--- src/rtl/key_scan_module.sv ---
// 4x4 matrix keypad scanner: synchronizes the row lines, debounces press and release,
// scans columns one at a time and reports a single key code per accepted press.
module key_scan_module #(
    parameter int unsigned DB_CYCLES = 1000000,
    parameter int unsigned SETTLE    = 500
) (
    input  logic       CLK,
    input  logic       RSTn,
    input  logic [3:0] Row_In,
    output logic [3:0] Col_Out,
    output logic [3:0] key_value,
    output logic       key_valid,
    output logic       key_down
);

    localparam int unsigned DB_W = $clog2(DB_CYCLES + 1);
    localparam int unsigned ST_W = $clog2(SETTLE + 1);

    localparam logic [DB_W-1:0] DB_LAST = DB_W'(DB_CYCLES - 1);
    localparam logic [DB_W-1:0] DB_MAX  = DB_W'(DB_CYCLES);
    localparam logic [DB_W-1:0] DB_ONE  = DB_W'(1);
    localparam logic [ST_W-1:0] ST_LAST = ST_W'(SETTLE - 1);
    localparam logic [ST_W-1:0] ST_MAX  = ST_W'(SETTLE);
    localparam logic [ST_W-1:0] ST_ONE  = ST_W'(1);

    localparam logic [2:0] S_IDLE     = 3'd0;
    localparam logic [2:0] S_PRESS_DB = 3'd1;
    localparam logic [2:0] S_SCAN     = 3'd2;
    localparam logic [2:0] S_HOLD     = 3'd3;
    localparam logic [2:0] S_REL_DB   = 3'd4;

    logic [3:0]      meta_r;
    logic [3:0]      rs_r;
    logic [2:0]      state_r;
    logic [2:0]      state_s;
    logic [DB_W-1:0] db_cnt_r;
    logic [DB_W-1:0] db_cnt_s;
    logic [ST_W-1:0] st_cnt_r;
    logic [ST_W-1:0] st_cnt_s;
    logic [1:0]      col_r;
    logic [1:0]      col_s;
    logic [3:0]      col_out_r;
    logic [3:0]      col_out_s;
    logic [3:0]      key_value_r;
    logic [3:0]      key_value_s;
    logic            key_valid_r;
    logic            key_valid_s;
    logic            key_down_r;
    logic            key_down_s;
    logic            rows_idle_s;

    // Lowest-indexed low row wins when several rows are active in one column.
    function automatic logic [1:0] low_row(input logic [3:0] rows);
        logic [1:0] idx;
        if (!rows[0]) begin
            idx = 2'd0;
        end else if (!rows[1]) begin
            idx = 2'd1;
        end else if (!rows[2]) begin
            idx = 2'd2;
        end else begin
            idx = 2'd3;
        end
        return idx;
    endfunction

    function automatic logic [3:0] col_drive(input logic [1:0] c);
        logic [3:0] pat;
        case (c)
            2'd0:    pat = 4'b1110;
            2'd1:    pat = 4'b1101;
            2'd2:    pat = 4'b1011;
            2'd3:    pat = 4'b0111;
            default: pat = 4'b1111;
        endcase
        return pat;
    endfunction

    function automatic logic [DB_W-1:0] db_inc(input logic [DB_W-1:0] v);
        logic [DB_W-1:0] n;
        if (v == DB_MAX) begin
            n = v;
        end else begin
            n = v + DB_ONE;
        end
        return n;
    endfunction

    function automatic logic [ST_W-1:0] st_inc(input logic [ST_W-1:0] v);
        logic [ST_W-1:0] n;
        if (v == ST_MAX) begin
            n = v;
        end else begin
            n = v + ST_ONE;
        end
        return n;
    endfunction

    assign rows_idle_s = (rs_r == 4'hF);

    assign Col_Out   = col_out_r;
    assign key_value = key_value_r;
    assign key_valid = key_valid_r;
    assign key_down  = key_down_r;

    // Two-flop synchronizer for the asynchronous row lines (idle level is all-ones).
    always_ff @(posedge CLK or negedge RSTn) begin
        if (!RSTn) begin
            meta_r <= 4'hF;
            rs_r   <= 4'hF;
        end else begin
            meta_r <= Row_In;
            rs_r   <= meta_r;
        end
    end

    // Next-state and next-output logic for the scan FSM.
    always_comb begin
        state_s     = state_r;
        db_cnt_s    = db_cnt_r;
        st_cnt_s    = st_cnt_r;
        col_s       = col_r;
        col_out_s   = col_out_r;
        key_value_s = key_value_r;
        key_valid_s = 1'b0;
        key_down_s  = key_down_r;
        case (state_r)
            S_IDLE: begin
                col_out_s  = 4'b0000;
                key_down_s = 1'b0;
                if (!rows_idle_s) begin
                    state_s  = S_PRESS_DB;
                    db_cnt_s = '0;
                end else begin
                    state_s  = S_IDLE;
                end
            end
            S_PRESS_DB: begin
                col_out_s = 4'b0000;
                if (rows_idle_s) begin
                    state_s = S_IDLE;
                end else if (db_cnt_r == DB_LAST) begin
                    state_s   = S_SCAN;
                    col_s     = 2'd0;
                    st_cnt_s  = '0;
                    col_out_s = col_drive(2'd0);
                end else begin
                    db_cnt_s = db_inc(db_cnt_r);
                end
            end
            S_SCAN: begin
                // rs lags Col_Out by two cycles, so only the last settle cycle is trusted.
                if (st_cnt_r == ST_LAST) begin
                    if (!rows_idle_s) begin
                        state_s     = S_HOLD;
                        key_value_s = {low_row(rs_r), col_r};
                        key_valid_s = 1'b1;
                        key_down_s  = 1'b1;
                    end else if (col_r == 2'd3) begin
                        state_s   = S_IDLE;
                        col_out_s = 4'b0000;
                    end else begin
                        col_s     = col_r + 2'd1;
                        st_cnt_s  = '0;
                        col_out_s = col_drive(col_r + 2'd1);
                    end
                end else begin
                    st_cnt_s = st_inc(st_cnt_r);
                end
            end
            S_HOLD: begin
                key_down_s = 1'b1;
                if (rows_idle_s) begin
                    state_s  = S_REL_DB;
                    db_cnt_s = '0;
                end else begin
                    state_s  = S_HOLD;
                end
            end
            S_REL_DB: begin
                key_down_s = 1'b1;
                if (!rows_idle_s) begin
                    state_s = S_HOLD;
                end else if (db_cnt_r == DB_LAST) begin
                    state_s    = S_IDLE;
                    key_down_s = 1'b0;
                    col_out_s  = 4'b0000;
                end else begin
                    db_cnt_s = db_inc(db_cnt_r);
                end
            end
            default: begin
                state_s    = S_IDLE;
                col_out_s  = 4'b0000;
                key_down_s = 1'b0;
            end
        endcase
    end

    // FSM state, counters and registered outputs.
    always_ff @(posedge CLK or negedge RSTn) begin
        if (!RSTn) begin
            state_r     <= S_IDLE;
            db_cnt_r    <= '0;
            st_cnt_r    <= '0;
            col_r       <= 2'd0;
            col_out_r   <= 4'b0000;
            key_value_r <= 4'h0;
            key_valid_r <= 1'b0;
            key_down_r  <= 1'b0;
        end else begin
            state_r     <= state_s;
            db_cnt_r    <= db_cnt_s;
            st_cnt_r    <= st_cnt_s;
            col_r       <= col_s;
            col_out_r   <= col_out_s;
            key_value_r <= key_value_s;
            key_valid_r <= key_valid_s;
            key_down_r  <= key_down_s;
        end
    end

endmodule

--- config.mk ---
export PLATFORM = sky130hd
export DESIGN_NAME = key_scan_module
export DESIGN_NICKNAME = d
export VERILOG_FILES = /design/src/rtl/key_scan_module.sv
export SDC_FILE = /design/constraint.sdc
export NUM_CORES = 1
export LEC_CHECK = 0
export CORE_ASPECT_RATIO = 1.5
export CORE_MARGIN = 4
export CORE_UTILIZATION = 55
export DETAILED_ROUTE_END_ITERATION = 10
export PLACE_DENSITY = 0.71
export SYNTH_ARGS = -nofsm -noshare
export SYNTH_HDL_FRONTEND = slang
export SYNTH_SLANG_ARGS = --single-unit
--- constraint.sdc ---
create_clock -name CLK -period 3.1 [get_ports CLK]
set_input_delay 0.465 -clock CLK [delete_from_list [all_inputs] [get_ports CLK]]
set_output_delay 0.465 -clock CLK [all_outputs]
set_load 0.1 [all_outputs]
==> metrics.cfg, run 1 <==
[drt]
vias=2220
vias_per_cell=5.86
routed_wl_mm=5.53
drt_iter0_drc=90
wl_per_cell_um=14.6
drc=0
ant_nets=0
dr.pass1.iters=4

[clock_network]
cts_sinks=52
clk_latency_ps=310
cts_hold_buf=0
htree_levels=2
clockBufferDepth=2
clkTransAtPathRegs_ps=100
cts_setup_buffers=0
cts_tree=yes
cts_buffers=5
cts_resized=0
cts_root_buf=clkbuf_8

[timing]
finClkSkew_ps=4.36
fmax_mhz=356
hold_viol=0
finalCritPeriodShare_pct=90.6
holdWs_ps=352
maxSlewHeadroom_pct=27.3
layout_min_cycle_time_ps=2810
tns_ps=0
setup_violations=0
finalMaxSlewViolations=0
grt_setup_unrepaired=false
tightest_slew_ps=1090

[worst_setup_path]
r2r_setup_slack_ps=290
reg2regPathDepth=6
timing.rr.start=db_cnt_r[7]
r2r_end=col_r[1]
start_kind=flop
crit_arrival_ps=3010
critPathKind=flop to flop
end_kind=flop
worstPathMaxFanout=7
cp_data_required_time_ps=3300

[yosys]
synth.area.mux_share_pct=2.08
yosysSeqAreaShare_pct=48.4
synth_warnings=0
synth_top_family_by_area=simple AND/OR/NAND/NOR gates
ys_ff_latch=52
synth-async-reset-ratio_pct=100
syn_area_um2=2710
synthAdderAreaFrac_pct=3.23
synth-xor-area-share_pct=0
synthCells=295
synthSimpleGateAreaFrac_pct=22.5
synth-compound-area-share_pct=20.6
netlist-cell-type-count=51
syn_nets=308
syn_avg_cell_area_um2=9.18
synth_flop_cell=dfrtp_1
synth_edf_count=0

[layout]
multi_input_area_um2=1310
final_util_pct=62.7
syn_to_final_growth_pct=11.4
fill_cells=444
final_common_cell=dfrtp_1
register_area_um2=1310
drive_gt1_share_pct=13.7
n_antenna_cell=0
final_area_um2=3020
mostFrequentLayoutCells=dfrtp_1 (44), nand2_1 (40), nor2_1 (25), o21ai_0 (25), buf_4 (18)
fin_nets=325

[die]
dieWidth_um=65.3
rows=31
start_util_pct=56.3
core_um2=4810
die_h_um=93.9
io_pins=16
die_area_um2=6130

[power]
swShare_pct=29.3
seq_power_share_pct=57.1
power_switching_mw=0.402
intPower_mw=0.968
combPwrFrac_pct=13.4
leakagePower_nw=1.42
ir_drop_v=0.000314
p_per_area_nw_per_um2=454
p_clk_share_pct=29.5

[job]
maxCapViolations=0

[placement]
placed_cell_area_um2=2920
gp_congestion=0.812
io_buffer_count=15
dp_hpwl_mm=3.90

[worst_hold_path]
hold_class=input pin to async pin

[global_routing]
antenna_found_initial=0
grt_pass1_vias=2175
grt_max_degree=51
grt_pass1_wl_mm=9.56
grt.overflow.total=0
track_usage_pct=19.8

[run_status]
status=finished, final reports clean

-- cell usage after synthesis, types with 5 or more instances --
master / count / area, um^2
a31oi_1: 13 / 81.3
nand2_1: 40 / 150
inv_1: 10 / 37.5
dfstp_2: 8 / 210
nor2b_1: 5 / 31.3
ha_1: 7 / 87.6
nand2b_1: 7 / 43.8
dfrtp_1: 44 / 1100
a21oi_1: 12 / 60.1
nand4_1: 5 / 31.3
o21ai_0: 25 / 125
a21o_1: 5 / 37.5
nor2_1: 25 / 93.8
clkbuf_1: 12 / 45.0
nand3_1: 17 / 85.1
-- per-layer routing --
metal / vias to the layer above / wire [um] / track usage, % / share of wire (%)
li1: 1102 / - / - / -
met1: 1071 / 2350 / 22.4 / 42
met2: 35 / 2880 / 35.5 / 52
met3: 12 / 166 / 3.95 / 3.0
met4: 0 / 132 / 8.30 / 2.4
met5: - / 0 / 0 / 0
-- layout make-up --
cell class	instances	share of cell area [%]
Sequential cell	52	43.5
Multi-Input combinational cell	220	43.4
Timing Repair Buffer	23	5.97
Tap cell	66	2.74
Clock buffer	5	2.28
Inverter	10	1.24
Clock inverter	3	0.871
-- critical path: stages (launching register included) --
cell	delay (ps)
dfrtp_1	450
or4_1	540
or4_4	530
or2_4	280
or4_4	510
nand2_2	100
mux2_4	300
-- per-stage QoR --
step	setup slack, ps	power (mW)	cells
6_report	293	1.37	379
3_3_place_gp	351	0.969	371
4_1_cts	304	1.38	379
5_1_grt	240	1.44	379
3_5_place_dp	311	0.978	371
2_1_floorplan	411	0.920	295
-- logic make-up (layout without fill, tap and decap cells) --
kind of cell	Yosys count	count (layout)
adder cells (fa/ha/maj)	7	7
AND/OR/NAND/NOR	123	123
flip-flops	52	52
buffers and inverters	23	41
AO/OA/AOI/OAI	85	85
multiplexers	5	5
-- how the worst max path moves through the flow --
stage	slack, ps	startpoint	end
5_1_grt	240	db_cnt_r[7]	col_r[1]
3_3_place_gp	350	db_cnt_r[7]	col_r[1]
2_1_floorplan	410	db_cnt_r[7]	col_r[1]
3_5_place_dp	310	db_cnt_r[7]	col_r[1]
4_1_cts	300	db_cnt_r[7]	col_r[1]
6_report	290	db_cnt_r[7]	col_r[1]
-- flip-flops by register name, indices dropped and copies added, names as in the netlist --
name and cells:
db_cnt_r 20, st_cnt_r 9, Col_Out 4, key_value 4, meta_r 4, rs_r 4, state_r 3, col_r 2
key_down 1, key_valid 1
-- power by group through the flow --
stage	registers, mW	clock network, mW	logic, mW
after detailed placement	0.794	0	0.184
after CTS	0.781	0.419	0.185
after global placement	0.793	0	0.176
after floorplan	0.790	0	0.129
final	0.783	0.403	0.184
after global routing	0.791	0.445	0.204
No activity file was read; power rests on OpenSTA's default activity.
==> run 2: changes to the inputs <==
CORE_UTILIZATION = 53   (was 55)
MAX_ROUTING_LAYER = met4   (was default)
clock period = 2.3 ns   (was 3.1 ns; I/O delays follow)
==> run 2 against run 1 <==
Against the previous run:
- the run now ends with negative setup slack left
- worst setup slack got worse by 590 ps
- fmax rose by 7.9%
- non-clock buffer count rose by 26
- critical path type unchanged
==> metrics.cfg, run 2 (same netlist as run 1, synthesis figures left out) <==
[run_status]
status=finished with violations
violations=negative setup slack

[global_routing]
grt_pass1_wl_mm=10.3
grt_pass1_vias=2309
grt_max_degree=53
track_usage_pct=21.5
grt.overflow.total=0
antenna_found_initial=0

[layout]
syn_to_final_growth_pct=21.4
largest_register_ffs=20
reg_top3=db_cnt_r x20, st_cnt_r x9
fin_nets=352
final_common_cell=dfrtp_1
top_register=db_cnt_r
mostFrequentLayoutCells=dfrtp_1 (44), buf_4 (43), nand2_1 (40)
drive_gt1_share_pct=22.1
n_antenna_cell=0

[clock_network]
clockBufferDepth=2
cts_buffers=5
clkTransAtPathRegs_ps=100
clk_latency_ps=310
cts_tree=yes
cts_root_buf=clkbuf_8
cts_sinks=52
htree_levels=2

[timing]
finClkSkew_ps=7.61
tns_ps=-4460
maxSlewHeadroom_pct=56.7
grt_setup_unrepaired=true
fin_ws_ps=-301
layout_min_cycle_time_ps=2600
fmax_mhz=384
setup_violations=31
finalMaxSlewViolations=0
tightest_slew_ps=645
finalCritPeriodShare_pct=113
hold_viol=0

[worst_setup_path]
cp-startpoint=db_cnt_r[15]
timing.rr.start=db_cnt_r[15]
reg2regPathDepth=6
crit_end=col_r[1]
critPathBufInv=0
cpPeakStageDelay_ps=520
start_kind=flop
cp_top_family=simple AND/OR/NAND/NOR gates
cpMaxStageDelayCell=or4_1
r2r_setup_slack_ps=-300
r2r_end=col_r[1]
cpMostUsedCell=or4_4
worstPathMaxFanout=4
end_kind=flop
crit_arrival_ps=2810
crit_chain=or4_1 -> or4_4 -> or2_4 -> or4_4 -> nand2_2 -> mux2_4
crit_cells=6
critPathKind=flop to flop
cp_data_required_time_ps=2510

[placement]
gp_congestion=0.820
dp_hpwl_mm=4.29
dp_slack_ps=-296
io_buffer_count=15

[power]
p_per_area_nw_per_um2=572
leakagePower_nw=1.56
ir_drop_v=0.000483

[drt]
vias_per_cell=5.77
dr.pass1.iters=5
wl_per_cell_um=14.7
routed_wl_mm=5.99
ant_nets=0
drc=0
drt_iter0_drc=91
vias=2343

[die]
io_pins=16
dieWidth_um=66.4
start_util_pct=55.4
die_area_um2=6340
core_um2=4890
rows=31
die_h_um=95.5

[worst_hold_path]
hold_class=input pin to async pin

[job]
maxCapViolations=0

==> run 2: cell count changes in the layout (fill, tap and decap cells not counted), sizes merged <==
cell and delta:
buf +26, inv -2, a2bb2oi +1, clkinvlp +2
==> run 2: layout make-up <==
cell class | count | area (um^2)
inverter | 10 | 37.5
tap | 66 | 82.6
timing repair buffer | 49 | 388
clock buffer | 5 | 68.8
fill | 425 | 1600
sequential | 52 | 1310
multi-input combinational | 221 | 1380
clock inverter | 3 | 23.8
==> run 2: worst reg2reg max path: stages, from the launching register on <==
cell and delay [ps]:
dfrtp_1 380, or4_1 520, or4_4 520, or2_4 250
or4_4 430, nand2_2 100, mux2_4 300
==> run 2: how the worst min path moves through the flow <==
stage,from,end,cells after the start
6_report,RSTn,key_value[2],2
5_1_grt,RSTn,key_value[2],2
4_1_cts,RSTn,key_value[3],2
3_5_place_dp,meta_r[3],rs_r[3],0
3_3_place_gp,meta_r[1],rs_r[1],0
2_1_floorplan,RSTn,Col_Out[0],0
==> run 2: power by group <==
| part | total, mW | internal [mW] | switching (mW) |
|---|---|---|---|
| Sequential | 1.04 | 0.981 | 0.0621 |
| Combinational | 0.302 | 0.136 | 0.166 |
| Clock | 0.534 | 0.216 | 0.318 |
| Total | 1.88 | 1.33 | 0.547 |
==> run 2: layer usage <==
metal | share of wire, % | up-vias | global-route usage (%)
li1 | - | 1155 | -
met1 | 40 | 1123 | 23.6
met2 | 53 | 47 | 37.1
met3 | 3.2 | 18 | 3.89
met4 | 3.4 | 0 | 10.3
met5 | 0 | - | -
==> run 2: repair_timing <==
| action | 4_1_cts | 5_1_grt |
|---|---|---|
| setup buffers | 1 | 1 |
| endpoints found under the hold margin | 0 | 0 |
| pin swaps | 2 | 10 |
| resized for setup | 6 | 12 |
| gates cloned | 0 | 1 |
| setup endpoints to repair | 31 | 35 |
| hold buffers | 0 | 0 |
==> run 2: metrics by stage <==
step | instance area [um^2] | std cells | power (mW) | hold WS [ps] | util, %
floorplan | 2710 | 295 | 1.24 | 49.4 | -
global placement | 3110 | 395 | 1.35 | 345 | 63.7
detailed placement | 3110 | 395 | 1.36 | 347 | 63.7
CTS | 3220 | 404 | 1.89 | 17.4 | 66.0
global route | 3290 | 406 | 1.97 | 23.3 | 67.3
finish | 3290 | 406 | 1.88 | 10.4 | 67.3
